==> src/rtl/ram_arbiter.sv <==
// Single-port RAM arbiter: the CPU owns the bus by default; a video DMA fetcher
// takes fixed-length read bursts, each followed by one guaranteed CPU cycle.
module ram_arbiter #(
  parameter int unsigned BURST_LEN = 8,
  parameter int unsigned AW        = 16
) (
  input  logic          CLOCK,
  input  logic          CLEAR_N,
  input  logic          cpu_rd,
  input  logic          cpu_wr,
  input  logic [AW-1:0] cpu_a,
  input  logic [7:0]    cpu_d,
  output logic [7:0]    cpu_q,
  output logic          cpu_stall,
  input  logic          dma_req,
  input  logic [AW-1:0] dma_a,
  output logic          dma_ack,
  output logic          dma_valid,
  output logic [7:0]    dma_q,
  output logic          dma_done,
  output logic          ram_rd,
  output logic          ram_wr,
  output logic [AW-1:0] ram_a,
  output logic [7:0]    ram_d,
  input  logic [7:0]    ram_q
);

  localparam logic [1:0] ST_IDLE = 2'd0;
  localparam logic [1:0] ST_DMA  = 2'd1;
  localparam logic [1:0] ST_GAP  = 2'd2;

  localparam logic [7:0] LAST_CNT = 8'(BURST_LEN - 1);

  logic [1:0]    r_state;
  logic [AW-1:0] r_addr;
  logic [7:0]    r_cnt;
  logic          r_ack;
  logic          r_valid;
  logic          r_done;

  logic w_dma_owns;
  logic w_accept;
  logic w_last;

  assign w_dma_owns = (r_state == ST_DMA);
  assign w_accept   = (r_state == ST_IDLE) && dma_req;
  assign w_last     = w_dma_owns && (r_cnt == LAST_CNT);

  always_ff @(posedge CLOCK or negedge CLEAR_N) begin
    if (!CLEAR_N) begin
      r_state <= ST_IDLE;
      r_addr  <= '0;
      r_cnt   <= '0;
      r_ack   <= 1'b0;
      r_valid <= 1'b0;
      r_done  <= 1'b0;
    end else begin
      // Read data returns one cycle after each DMA read, so valid/done trail the bus by a cycle.
      r_ack   <= w_accept;
      r_valid <= w_dma_owns;
      r_done  <= w_last;
      case (r_state)
        ST_IDLE: begin
          if (dma_req) begin
            r_state <= ST_DMA;
            r_addr  <= dma_a;
            r_cnt   <= '0;
          end
        end
        ST_DMA: begin
          r_addr <= r_addr + AW'(1);
          r_cnt  <= r_cnt + 8'd1;
          if (w_last) begin
            r_state <= ST_GAP;
          end
        end
        ST_GAP:  r_state <= ST_IDLE;
        default: r_state <= ST_IDLE;
      endcase
    end
  end

  // Write takes priority when the CPU raises both strobes.
  always_comb begin
    ram_rd = cpu_rd & ~cpu_wr;
    ram_wr = cpu_wr;
    ram_a  = cpu_a;
    ram_d  = cpu_d;
    if (w_dma_owns) begin
      ram_rd = 1'b1;
      ram_wr = 1'b0;
      ram_a  = r_addr;
      ram_d  = '0;
    end
  end

  assign cpu_stall = w_dma_owns & (cpu_rd | cpu_wr);
  assign cpu_q     = ram_q;
  assign dma_q     = r_valid ? ram_q : '0;
  assign dma_ack   = r_ack;
  assign dma_valid = r_valid;
  assign dma_done  = r_done;

endmodule

==> config.mk <==
export PLATFORM = sky130hd
export DESIGN_NAME = ram_arbiter
export DESIGN_NICKNAME = d
export VERILOG_FILES = /design/src/rtl/ram_arbiter.sv
export SDC_FILE = /design/constraint.sdc
export NUM_CORES = 1
export LEC_CHECK = 0
export BUFFER_PORTS_ARGS = -buffer_cell sky130_fd_sc_hd__clkbuf_2
export CAP_MARGIN = 20
export CORE_ASPECT_RATIO = 0.7
export CORE_MARGIN = 8
export CORE_UTILIZATION = 40
export CTS_CLUSTER_DIAMETER = 150
export DETAILED_ROUTE_END_ITERATION = 12
export GPL_ROUTABILITY_DRIVEN = 0
export PLACE_DENSITY = 0.72
export REMOVE_ABC_BUFFERS = 1
export SLEW_MARGIN = 20
export SYNTH_ARGS = -nofsm -noshare
export SYNTH_HDL_FRONTEND = slang
export SYNTH_SLANG_ARGS = --single-unit
export TNS_END_PERCENT = 1
==> constraint.sdc <==
create_clock -name CLOCK -period 3.5 [get_ports CLOCK]
set_input_delay 0.875 -clock CLOCK [delete_from_list [all_inputs] [get_ports CLOCK]]
set_output_delay 0.875 -clock CLOCK [all_outputs]
set_load 0.01 [all_outputs]
* Yosys cells after proc, flatten, opt, wreduce, memory -nomap -nowiden
Cells that the tools add are included.
Operators by class: $add $sub $neg 2, equal/unequal tests 4, multiplexer cells 12, bitwise logic cells 4, reduce and logical (&&, ||, !) cells 6
Operators by type and width (count):
- 2-to-1 mux 16 bit | 2
- one-hot mux 16 bit (2 select lines) | 1
- 2-to-1 mux 8 bit | 3
- adder 16 x 1 -> 16 bit, second input constant | 1
- one-hot mux 8 bit (2 select lines) | 1
- adder 8 x 1 -> 8 bit, second input constant | 1
- equality test 8 x 3 -> 1 bit, second input constant | 1
- 2-to-1 mux 2 bit | 2
- one-hot mux 2 bit (2 select lines) | 1
- AND reduction 2 bit | 2
- AND 1 bit | 2
- equality test 2 x 1 -> 1 bit, second input constant | 1
- logical AND 1 bit | 2
- zero test 2 bit | 1
- 2-to-1 mux 1 bit | 2
- != test 2 x 1 -> 1 bit, second input constant | 1
- != test 2 bit, second input constant | 1
- nonzero test 2 bit | 1
- NOT 1 bit | 1
- OR 1 bit | 1
Storage, ports and cells: bits in registers 29, input bits 53, output and inout port bits 46

* Longest topological paths before layout
depth after elaboration 4, gate-level depth with buffers 6, gate-level depth less buffers 5

* Worst setup path before layout
OpenSTA, ideal clock, no wires.
kind register to output, start reg r_state[0], end out ram_a[10], arrival time 1242 ps, data required time 2625 ps, slack 1383 ps, cell stages (with the launch flop) 7, path buffers 3, cells stage by stage dfrtp_1 nand2b_1 buf_2 buf_2 buf_2 nand2_1 nand2_1
On the way: word-level cells in the longest chain between the ends 2
Ends and longest elaborated chain:
- start: declaration | line 34 | logic [1:0] r_state;
- start signal: assignment | line 51 | r_state <= ST_IDLE;
- start signal: assignment | line 65 | r_state <= ST_DMA;
- start signal: assignment | line 74 | r_state <= ST_GAP;
- equality test 2 x 1 -> 1 bit | line 45 | assign w_dma_owns = (r_state == ST_DMA);
- 2-to-1 mux 16 bit | line 89 | if (w_dma_owns) begin
- end: declaration | line 23 | output logic [AW-1:0] ram_a,
No other way between the ends.

* Worst setup path in the final report
start reg r_state[1], end out ram_a[10]
The elaborated chain is that of the path after synthesis.

==> impl_results.md <==
* Status: complete, no violations
* Static Leak at roughly 0.0012 µW
* Fmax at 374.9 MHz
* Core Box Area at 0.004703 mm²
* Die width at 98.90 µm
* Vias at between 2000 and 2500
* CTS clk-pin slew, worst paths at roughly 0.060 ns
* Die area at approximately 0.0073 mm²
* Nature of the critical path startpoint: flop
* Total track usage at between 15 and 20%
* R2R setup slack at around 1.7 ns
* Max-slew violations at 0
* Dominant synthesized flop cell: dfrtp_1
* Starting Density at approximately two fifths
* Hold path start: r_cnt[6]
* Tmin final at 2.667 ns
* Count of hold buffers inserted by post-cts repair at 0
* H-tree levels at 2
* Sequential area share after synthesis at between 30% and 40%
* Max stage delay cell, worst path: inv_2
* Drt pass-1 iters at 4
* Pwr dens at ~830 mW/mm²
* Setup bufs post-CTS at 0
* Yosys warns at 0
* Residual DRC at 0
* #FFs+latches synth at 29
* Port buffer count at just under 100
* Commonest non-fill, non-tap cells in the layout: 98 x clkbuf_2, 62 x nand2_1, 29 x dfrtp_1
* Mapped Cells at 243
* Root Buffer Master: clkbuf_8
* Total of max-cap violations at 0
* Clock Sinks at 29
* Reg-to-reg startpoint: r_addr[0]
* Worst-Margin Slew at between 0.7 and 0.8 ns
* Ant diodes at 0
* Routed Antenna Nets at 0
* Top cell family by delay on the critical path: buffers and inverters
* CP Capture Type: output pin
* Async S/R FF share, synth at 100.0%
* Avg Cell Area, Syn at a little under 8 µm²
* Worst reg-to-reg path cell count at 5
* Clk_skew at 0.003643 ns
* Avg Vias per Cell at between 5 and 6
* Total negative slack at 0 ns
* Peak fanout along the critical path at 36
* Max incr delay on CP at roughly 0.46 ns
* Post-DP HPWL at 4.515 mm
* Power Total at slightly above 2000 µW
* Min-Delay Endpoint: r_cnt[6]
* Hold Crit Class: flop to flop
* GRT Residual Overflow at 0
* Vias in the first global route at between 1500 and 2000
* RSZ-0062 raised after global routing: false
* Final Cycle Share at between 70% and 80%
* Final setup violation count at 0
* Initial DRC count at 77
* Initial antenna violation count at 0
* Cts repair resizes at 0
* Largest net degree at the start of global routing at 47
* Rel. slew slack at 49.87%
* First-pass GRT wire length at 9.315 mm
* Hold path depth at 1
* TritonCTS clock tree: built
* Longest Clk Path Bufs at 2
* Area growth syn-to-layout at 28.35%
* Final Hold Vio Count at 0
* Post-Route WL at a little under 6 mm
* Die height at around 74 µm
* Final net count at around 390
* Maximum vdd drop at ~0.39 mV
* Synthesized area at approximately 0.0019 mm²
* FF-to-FF End: r_addr[12]
* Post-synth EDFFs at 0
* I/O pin total at between 90 and 100
* Layout cells sized above 1 at a little over a third
* WP buf/inv at 2
* FP Rows at 21
* Critical path required time at around 2.6 ns
* Top cell by count, worst path: nand2_1
* Synth cell types at 49
* Worst-path cell chain: nand2b_1 -> inv_2 -> nand2_1 -> nand2_1 -> clkbuf_2
* CTS Buf Count at 5
* Wire length per cell at approximately 15 µm
* Clk_lat worst skew at ~0.28 ns
* WS Path Type: flop to output pin
* Commonest non-fill, non-tap cell in the layout: clkbuf_2
* CP arrival at between 1.5 and 2 ns
==> cell usage after synthesis, drive strengths merged, types with 3 or more instances <==
cell | instances | area share (%)
a21oi | 11 | 2.9
nand2 | 63 | 12
buf | 17 | 5.5
nand3 | 11 | 3.1
o31ai | 4 | 1.6
a31oi | 6 | 2.0
o21ai | 13 | 3.4
or3 | 3 | 0.98
dfrtp | 29 | 38
inv | 5 | 0.98
clkbuf | 3 | 0.59
nor3 | 4 | 1.0
and2 | 17 | 5.5
o211ai | 5 | 2.2
o22ai | 3 | 0.98
nor4 | 5 | 2.0
nor2 | 9 | 1.8
nand4 | 6 | 2.3
==> flip-flops by register name, indices dropped and copies added, names as in the netlist <==
signal	flops
r_addr	16
r_cnt	8
r_state	2
dma_ack	1
dma_done	1
dma_valid	1
==> worst reg2reg max path: stages, from the launching register on <==
cell	delay (ns)
dfrtp_1	0.51
ha_1	0.26
nand3_1	0.18
or3_1	0.44
o211ai_2	0.18
o311ai_2	0.11
==> worst max path at each step <==
stage,slack (ns),depth (start not counted),end,from
after floorplan,0.66,4,ram_a[10],r_state[1]
after detailed placement,1.13,5,ram_a[10],r_state[1]
final,0.83,5,ram_a[10],r_state[1]
after global routing,0.71,5,ram_a[10],r_state[1]
after CTS,0.83,5,ram_a[10],r_state[1]
after global placement,1.19,5,ram_a[10],r_state[1]
==> logic make-up (layout without fill, tap and decap cells) <==
kind of cell,count (synthesis),count (layout),share of synthesized area (%)
AND/OR/NAND/NOR,127,127,32.38
AO/OA/AOI/OAI,59,59,21.00
flip-flops,29,29,37.71
buffers and inverters,25,112,7.087
adder cells (fa/ha/maj),2,2,1.300
multiplexers,1,1,0.5202
==> report_power, final <==
| part | switching [µW] | internal [µW] |
|---|---|---|
| clock | 122 | 156 |
| sequential | 199 | 474 |
| combinational | 652 | 456 |
==> layout make-up <==
class	count	area [µm²]
multi-input cells	189	1062
repair buffers	100	505.5
well taps	57	71.32
fillers	472	2233
inverters	5	18.77
flip-flops and latches	29	725.7
clock buffers	7	86.33
==> metal layers <==
metal | wire length, µm | up-vias | part of all wire [%] | track usage (%)
met4 | 74 | 0 | 1.3 | 5.415
met2 | 2605 | 86 | 44 | 25.22
met1 | 2503 | 931 | 43 | 18.57
met5 | 0 | - | 0 | 0
li1 | - | 1039 | - | -
met3 | 698 | 8 | 12 | 6.822
==> stage by stage <==
stage	util, %	cells	worst slack (ns)	instance area (µm²)	hold slack (ns)
3_5_place_dp	50.68	380	1.130	2384	0.4977
4_1_cts	52.51	387	0.8278	2470	0.5070
2_1_floorplan	-	223	0.6604	1807	0.4681
5_1_grt	52.51	387	0.7069	2470	0.5398
3_3_place_gp	50.68	380	1.186	2384	0.4937
6_report	52.51	387	0.8327	2470	0.5012
Note: power is estimated with default switching activity, not from simulation.
